## config.mk

```make
export PLATFORM = sky130hd
export DESIGN_NAME = seg7_scan_ctrl
export DESIGN_NICKNAME = d
export VERILOG_FILES = /design/src/rtl/seg7_scan_ctrl.sv
export SDC_FILE = /design/constraint.sdc
export NUM_CORES = 1
export LEC_CHECK = 0
export ABC_CLOCK_PERIOD_IN_PS = 2550
export CAP_MARGIN = 20
export CORE_AREA = 5 5 90 92
export DETAILED_ROUTE_END_ITERATION = 6
export DIE_AREA = 0 0 95 97
export GPL_TIMING_DRIVEN = 0
export HOLD_SLACK_MARGIN = 0.1
export PLACE_DENSITY = 0.8
export SLEW_MARGIN = 20
export SYNTH_ARGS = -nofsm -noshare
export SYNTH_HDL_FRONTEND = slang
export SYNTH_SLANG_ARGS = --single-unit
export TNS_END_PERCENT = 10
```

## constraint.sdc

```tcl
create_clock -name clk -period 2.55 [get_ports clk]
set_input_delay 0.51 -clock clk [delete_from_list [all_inputs] [get_ports clk]]
set_output_delay 0.51 -clock clk [all_outputs]
set_load 0.01 [all_outputs]
```

## src/rtl/seg7_scan_ctrl.sv

```systemverilog
// seg7_scan_ctrl: multiplexed NUM_DIGITS-digit seven-segment controller with addressed write port
//   Optional build macro: LEADING_ZERO_BLANK_EN (blanks enabled leading zeros above digit 0)
//   clk      : system clock, rising edge
//   rst      : asynchronous reset, active low
//   write    : write strobe; stores num/dp_in into digit sel and enables it
//   sel      : digit address for the write (ignored when >= NUM_DIGITS)
//   num      : hex value to store
//   dp_in    : decimal-point value to store (1 = lit)
//   clear    : synchronous clear of all digit registers; beats a same-cycle write
//   seg      : segments {A..G}, active low
//   dp       : decimal point, active low
//   an       : anodes, active low, an[i] drives digit i
//   scan_idx : digit currently being scanned (outputs lag it by one cycle)
module seg7_scan_ctrl #(
   parameter int NUM_DIGITS  = 8,
   parameter int SEL_W       = $clog2(NUM_DIGITS),
   parameter int REFRESH_DIV = 100000
) (
   input  logic                  clk,
   input  logic                  rst,
   input  logic                  write,
   input  logic [SEL_W-1:0]      sel,
   input  logic [3:0]            num,
   input  logic                  dp_in,
   input  logic                  clear,
   output logic [6:0]            seg,
   output logic                  dp,
   output logic [NUM_DIGITS-1:0] an,
   output logic [SEL_W-1:0]      scan_idx
);
   localparam int CNT_W = (REFRESH_DIV > 1) ? $clog2(REFRESH_DIV) : 1;
   logic [CNT_W-1:0]            r_cnt;
   logic [SEL_W-1:0]            r_scan;
   logic [NUM_DIGITS-1:0][3:0]  r_val;
   logic [NUM_DIGITS-1:0]       r_dpr;
   logic [NUM_DIGITS-1:0]       r_en;
   logic [NUM_DIGITS-1:0]       w_blank;
   logic [6:0]                  w_seg;
   logic                        w_cnt_wrap;
   logic                        w_sel_ok;
   logic                        w_on;
   assign w_cnt_wrap = r_cnt == CNT_W'(REFRESH_DIV - 1);
   assign scan_idx   = r_scan;
   // a full power-of-two address space has no out-of-range selects
   generate
      if (NUM_DIGITS == (1 << SEL_W)) begin : g_sel_full
         assign w_sel_ok = 1'b1;
      end else begin : g_sel_part
         assign w_sel_ok = sel < SEL_W'(NUM_DIGITS);
      end
   endgenerate
   always_ff @(posedge clk or negedge rst)
      if (!rst) begin
         r_cnt  <= '0;
         r_scan <= '0;
      end else begin
         r_cnt <= w_cnt_wrap ? '0 : r_cnt + 1'b1;
         if (w_cnt_wrap)
            r_scan <= (r_scan == SEL_W'(NUM_DIGITS - 1)) ? '0 : r_scan + 1'b1;
      end
   always_ff @(posedge clk or negedge rst)
      if (!rst) begin
         r_val <= '0;
         r_dpr <= '0;
         r_en  <= '0;
      end else if (clear) begin
         r_val <= '0;
         r_dpr <= '0;
         r_en  <= '0;
      end else if (write && w_sel_ok) begin
         r_val[sel] <= num;
         r_dpr[sel] <= dp_in;
         r_en[sel]  <= 1'b1;
      end
`ifdef LEADING_ZERO_BLANK_EN
   // walk from the top digit down, remembering whether any enabled nonzero digit was seen
   always_comb begin
      logic nz;
      w_blank = '0;
      nz      = 1'b0;
      for (int i = NUM_DIGITS - 1; i > 0; i--) begin
         w_blank[i] = r_en[i] && (r_val[i] == 4'd0) && !nz;
         nz         = nz || (r_en[i] && (r_val[i] != 4'd0));
      end
   end
`else
   assign w_blank = '0;
`endif
   assign w_on = r_en[r_scan] && !w_blank[r_scan];
   always_comb begin
      w_seg = 7'h7F;
      case (r_val[r_scan])
         4'h0: w_seg = 7'b0000001;
         4'h1: w_seg = 7'b1001111;
         4'h2: w_seg = 7'b0010010;
         4'h3: w_seg = 7'b0000110;
         4'h4: w_seg = 7'b1001100;
         4'h5: w_seg = 7'b0100100;
         4'h6: w_seg = 7'b0100000;
         4'h7: w_seg = 7'b0001111;
         4'h8: w_seg = 7'b0000000;
         4'h9: w_seg = 7'b0000100;
         4'hA: w_seg = 7'b0001000;
         4'hB: w_seg = 7'b1100000;
         4'hC: w_seg = 7'b0110001;
         4'hD: w_seg = 7'b1000010;
         4'hE: w_seg = 7'b0110000;
         4'hF: w_seg = 7'b0111000;
         default: w_seg = 7'h7F;
      endcase
   end
   always_ff @(posedge clk or negedge rst)
      if (!rst) begin
         an  <= '1;
         seg <= 7'h7F;
         dp  <= 1'b1;
      end else begin
         an  <= ~(NUM_DIGITS'(w_on) << r_scan);
         seg <= w_on ? w_seg : 7'h7F;
         dp  <= ~(w_on && r_dpr[r_scan]);
      end
endmodule

```

==> run summary, run 1 <==
Most used cell, CP - buf_6
Die Wd - 95 um
Commonest register cell after synthesis - dfrtp_1
Sequential fraction of the synthesis area - 0.524
Clk pwr share - 0.390
Crit Path Class - reg -> reg
Maximum vdd drop - 0.297 mV
CTS Sinks - 84
Antenna Cells - 0
Final hold vios - 0
Initial DRT Pass Iterations - 4
Critical path's top delay family - compound AO/OA/AOI/OAI gates
Library cells used by synthesis - 46
Vias in the first global route - 2,758
Worst Setup Start Kind - flip-flop
Critical Path Fanout Max - 10
Cells after Synth - 347
Fin crit share - 0.927
Synth warnings - 0
R2r setup slk - 180 ps
RR Endpoint - seg[3]$_DFF_PN1_
Synthesized net count - 368
Worst Clk Skew - 8.88 ps
Worst r2r path cells - 9
Mapped Area - 4050 um^2
Slowest cell on the critical path - dfrtp_1
Nets - 400
Top cell type's share of synthesized area - 0.420
Initial Utilization - 0.568
GR Overflow Total - 0
Final setup viols - 0
Largest cells by area after synthesis - dfrtp_1, mux2i_1, dfstp_2, nor2_1, mux4_2
Sw Share - 0.249
Worst-margin pin slew - 828 ps
Hold WC Path Type - in -> async
Internal power - 0.00187 W
Via density - 5.60
Post_cts resized - 0
Syn Area/Cell - 11.7 um^2
GPL Wtd Cong - 0.841
Overall power - 0.00248 W
Worst Path Arrival - 2660 ps
CP Depth - 9
Layout Cells excl Fill - 483
Outcome - finished clean
Antenna Violating Nets Remaining - 0
CTS max path bufs - 2
TritonCTS clock tree - done
Critical R2R Launch - scan_idx[0]$_DFFE_PN0N_
Dpl cell area - 4390 um^2
DPL Wire Length - 5.62 mm
Root buf cell - clkbuf_8
Num CTS Buffers - 9
Die ar. - 9220 um^2
Setup bufs post-CTS - 0
Port bufs - 20
Part of the power in combinational logic - 0.060
Share of cells above drive strength 1 - 0.172
Fin crit period - 2370 ps
Slew Limit Fails - 0
Fraction of registers with async set/reset - 1.00
Residual DRC - 0
Fillers - 587
Static leakage - 2.10 nW
Cts hold-fix bufs - 0
Synth Register Bits - 84
WL final - 8.19 mm
Power share of the sequential group - 0.550
Number of synthesized flops with an enable pin - 0
WP buf/inv - 3
Synth-to-Final Area Change - 13.3%
Top Ports - 31
Initial antenna violation count - 0
Core area - 7140 um^2
Max Clk Rate - 423 MHz
First-pass GRT wire length - 13.9 mm
Die height - 97 um
Clock network latency to the later pin of the worst-skew pair - 360 ps
Routed WL per cell - 16.9 um
Number of placement rows - 31
Slew headroom - 0.448
Pin count of the biggest net entering global routing - 45
GRT Total Usage - 0.195
Power per Cell Area - 541 nW/um^2
Vias - 2,705
Max Cap Viol - 0
P_sw - 0.000618 W
Critical path launch point - scan_idx[0]$_DFFE_PN0N_
WP data required - 2840 ps
Crit-path cells - buf_6, buf_6, mux2_2, o22ai_1, a221o_1, inv_1, ha_1, a211o_1, o32a_1
CP endpoint - seg[3]$_DFF_PN1_
Worst-path clk slew - 90 ps
Post-route cell area - 4590 um^2
H-tree depth - 3
CP peak stage delay - 400 ps
RSZ-0062 raised after global routing - false
Critical path capture point type - flip-flop
First DRT Iteration DRCs - 187
Yosys top cell by area - dfrtp_1
Placed insts - 467
power by group through the flow:
stage	Combinational, W	Sequential [W]	Clock, W
floorplan	0.0000853	0.00139	0
global placement	0.000143	0.00139	0
detailed placement	0.000150	0.00139	0
CTS	0.000151	0.00137	0.000972
global route	0.000165	0.00137	0.00104
finish	0.000148	0.00137	0.000968
worst min path at each step:
| stage | start | slack [ps] | depth (start not counted) | endpoint |
|---|---|---|---|---|
| after global placement | r_en[1]$_DFFE_PN0P_ | 450 | 1 | an[1]$_DFF_PN1_ |
| after global routing | rst | 140 | 1 | r_en[4]$_DFFE_PN0P_ |
| final | rst | 120 | 1 | r_en[1]$_DFFE_PN0P_ |
| after detailed placement | r_en[1]$_DFFE_PN0P_ | 440 | 1 | an[1]$_DFF_PN1_ |
| after floorplan | rst | 210 | 0 | r_cnt[0]$_DFF_PN0_ |
| after CTS | rst | 130 | 1 | r_cnt[15]$_DFF_PN0_ |
placed cells by master (no fill, tap or decap), types with 3 or more instances in the layout:
cell type        Yosys  routed
xnor2_1              9       9
dfrtp_1             68      68
buf_2                3       3
nor2b_1              4       4
mux4_2               6       6
nand3_1             11      11
buf_1                7       7
mux2_2              10      10
nand3b_1             3       3
clkbuf_1             8       8
xor2_1               7       7
mux2i_1             50      50
nand4b_1             3       3
a221o_1              4       4
o22ai_1              3       3
inv_1                8       8
clkdlybuf4s50_1      0      19
dfstp_2             16      16
clkinvlp_4           0       3
a21oi_1              4       4
nand4_1              6       6
nand2_1              9       9
ha_1                 9       9
nor2_1              65      65
clkbuf_8             0       9
and3_1               3       3
synth_stat cells, types with 6 or more instances:
cell type and n:
nand4_1 6, clkbuf_1 8, inv_1 8, mux2i_1 50, xor2_1 7, buf_1 7, xnor2_1 9, dfrtp_1 68
nand2_1 9, mux2_2 10, ha_1 9, nor2_1 65, nand3_1 11, dfstp_2 16, mux4_2 6
logic make-up (layout without fill, tap and decap cells):
logic type	count (synthesis)	after routing	synth area share
buffers and inverters	31	68	0.0352
muxes	69	69	0.197
and+or+nand+nor	119	119	0.144
adders and majority gates	9	9	0.0278
AOI/OAI and AO/OA	19	19	0.0380
DFF	84	84	0.524
xor gates and xnor gates	16	16	0.0346
routing by layer:
layer | vias up | global-route usage | wire length, um
met4 | 0 | 0.0655 | 117
met5 | - | 0 | 0
met2 | 61 | 0.294 | 3910
met1 | 1361 | 0.272 | 3750
met3 | 11 | 0.0504 | 401
li1 | 1272 | - | -
stage by stage:
| step | util | hold WS [ps] | worst slack [ps] | TNS, ps |
|---|---|---|---|---|
| 2_1_floorplan | - | 214 | 399 | 0 |
| 3_3_place_gp | 0.613 | 446 | -1890 | -143170 |
| 3_5_place_dp | 0.616 | 443 | 193 | 0 |
| 4_1_cts | 0.643 | 130 | 179 | 0 |
| 5_1_grt | 0.643 | 143 | 26.7 | 0 |
| 6_report | 0.643 | 119 | 185 | 0 |
layout make-up:
class	instances	area, um^2	share of cell area
repair buffers	21	218	0.0474
clock buffers	9	124	0.0270
flip-flops and latches	84	2120	0.462
clock inverters	7	75.1	0.0163
multi-input cells	232	1790	0.389
plain buffers	21	101	0.0221
inverters	10	41.3	0.00899
well taps	99	124	0.0270
sequential cells by signal, indices dropped and copies added, names as in the netlist:
register,count
r_cnt,17
dp,1
r_val,32
r_dpr,8
scan_idx,3
r_en,8
an,8
seg,7
No activity file was read; power rests on OpenSTA's default activity.
==> run 2, diff against run 1 <==
ABC_AREA = 0   (was unset)
==> results of run 2 <==
Final layout, timing and power as in run 1 (identical DEF).
==> run 3, diff against run 2 <==
CORE_AREA = 5 5 123 125   (was 5 5 90 92)
DIE_AREA = 0 0 128 130   (was 0 0 95 97)
PLACE_DENSITY = 0.48   (was 0.8)
==> run 3 against run 2 <==
Net effect:
- core utilization shrank 29 points
- sequential share of layout area fell by 2.2 points
- final cell count increased by 17%
- clock skew fell by 1.7 ps
- via count shrank 2.0%
- clock power is 42% higher
- global-route usage shrank 7.7 points
- maximum frequency shrank 0.65%
- total power grew 16%
- final area grew 4.9%
- largest power group unchanged
- highest routed layer unchanged
==> run summary, run 3 (synthesis gave the netlist of run 1 again) <==
Antenna Cells - 0 (unchanged)
Cts hold-fix bufs - 0 (unchanged)
Reg area - 2120 um^2 (unchanged)
Worst Path Arrival - 2640 ps (was 2660 ps)
H-tree depth - 3 (unchanged)
Hold WC Path Type - in -> async (unchanged)
Critical path launch point - scan_idx[0]$_DFFE_PN0N_ (unchanged)
CTS Sinks - 84 (unchanged)
Via density - 4.69 (was 5.60)
Initial antenna violation count - 0 (unchanged)
Port bufs - 20 (unchanged)
Fin crit period - 2380 ps (was 2370 ps)
WHS - 179 ps (was 119 ps)
Critical path capture point type - flip-flop (unchanged)
Initial Utilization - 0.294 (was 0.568)
Final hold vios - 0 (unchanged)
WP data required - 2810 ps (was 2840 ps)
Most frequent cells in the layout - dfrtp_1, nor2_1, mux2i_1, clkdlybuf4s50_1, dfstp_2 (unchanged)
Fillers - 1,407 (was 587)
Fin crit share - 0.934 (was 0.927)
Critical R2R Launch - scan_idx[0]$_DFFE_PN0N_ (unchanged)
Layout Utilization - 0.350 (was 0.643)
Commonest non-fill, non-tap cell in the layout - dfrtp_1 (unchanged)
Max Cap Viol - 0 (unchanged)
Worst r2r path cells - 9 (unchanged)
Clock network latency to the later pin of the worst-skew pair - 340 ps (was 360 ps)
Vias in the first global route - 2,749 (was 2,758)
First DRT Iteration DRCs - 143 (was 187)
Initial DRT Pass Iterations - 4 (unchanged)
Max reg flops - 32 (unchanged)
First-pass GRT wire length - 15.0 mm (was 13.9 mm)
Slew headroom - 0.371 (was 0.448)
Area of the multi-input gates - 1790 um^2 (unchanged)
Power per Cell Area - 600 nW/um^2 (was 541 nW/um^2)
GR Overflow Total - 0 (unchanged)
Worst Clk Skew - 7.22 ps (was 8.88 ps)
Dpl cell area - 4500 um^2 (was 4390 um^2)
Biggest register - r_val (unchanged)
Final setup viols - 0 (unchanged)
Pin count of the biggest net entering global routing - 44 (was 45)
Nets - 401 (was 400)
Slew Limit Fails - 0 (unchanged)
Worst-margin pin slew - 943 ps (was 828 ps)
Post-route cell area - 4820 um^2 (was 4590 um^2)
Outcome - finished clean (unchanged)
Maximum vdd drop - 0.330 mV (was 0.297 mV)
Crit Path Class - reg -> reg (unchanged)
Top flop regs - r_val x32, r_cnt x17 (unchanged)
Vias - 2,652 (was 2,705)
DPL Wire Length - 6.31 mm (was 5.62 mm)
Top Ports - 31 (unchanged)
Number of placement rows - 43 (was 31)
Critical Path Fanout Max - 10 (unchanged)
GPL Wtd Cong - 0.732 (was 0.841)
TritonCTS clock tree - done (unchanged)
Worst Setup Start Kind - flip-flop (unchanged)
Synth-to-Final Area Change - 18.9% (was 13.3%)
Root buf cell - clkbuf_16 (was clkbuf_8)
Max Clk Rate - 420 MHz (was 423 MHz)
Antenna Violating Nets Remaining - 0 (unchanged)
Residual DRC - 0 (unchanged)
CTS max path bufs - 2 (unchanged)
WL final - 9.18 mm (was 8.19 mm)
Worst-path clk slew - 60 ps (was 90 ps)
R2r setup slk - 170 ps (was 180 ps)
Routed WL per cell - 16.3 um (was 16.9 um)
GRT Total Usage - 0.118 (was 0.195)
Num CTS Buffers - 9 (unchanged)
Layout Cells excl Fill - 565 (was 483)
Share of cells above drive strength 1 - 0.164 (was 0.172)
Core area - 13,800 um^2 (was 7140 um^2)
Die ar. - 16,600 um^2 (was 9220 um^2)
Die height - 130 um (was 97 um)
Placed insts - 548 (was 467)
RR Endpoint - seg[3]$_DFF_PN1_ (unchanged)
Die Wd - 128 um (was 95 um)
Static leakage - 2.16 nW (was 2.10 nW)
[run 3: timing repair]
item,CTS,global route
setup endpoints to repair,0,2
setup buffers,0,1
gates resized for setup,0,1
[run 3: worst max path at each step]
stage                                      to  slack [ps]
final                        seg[3]$_DFF_PN1_         170
after floorplan              seg[3]$_DFF_PN1_         400
after global placement    r_en[1]$_DFFE_PN0P_       -2110
after detailed placement     seg[3]$_DFF_PN1_          80
after global routing         seg[3]$_DFF_PN1_          -3
after CTS                    seg[3]$_DFF_PN1_          60
[run 3: final cells by class]
type                       instances  share of cell area
multi-input combinational        232               0.371
buffer                            21              0.0218
sequential                        84               0.440
timing repair buffer              22              0.0483
inverter                          10             0.00857
clock inverter                     3              0.0135
clock buffer                      13              0.0499
tap                              180              0.0467
[run 3: metal layers]
metal,up-vias,share of wire,GRT usage
met5,-,0,0
met4,0,0.017,0.0468
met3,10,0.048,0.0278
met2,51,0.48,0.195
met1,1311,0.46,0.151
li1,1280,-,-
[run 3: through the flow]
step	TNS (ps)	setup WS, ps	power [W]
floorplan	0	399	0.00148
global placement	-161050	-2110	0.00154
detailed placement	0	77.9	0.00155
CTS	0	64.4	0.00293
global route	-2.81	-2.81	0.00300
finish	0	170	0.00289
[run 3: power breakdown]
group	internal (W)	switching [W]
sequential	0.00136	0.0000111
clock	0.000858	0.000511
combinational	0.0000537	0.000100
total	0.00227	0.000622
[run 3: critical path, cell delays in order (launching register included)]
cell and delay, ps:
dfrtp_1 420, buf_8 180, buf_6 190, mux2_2 350, o22ai_1 160, a221o_1 230, inv_1 120, ha_1 210
a211o_1 250, o32a_1 180
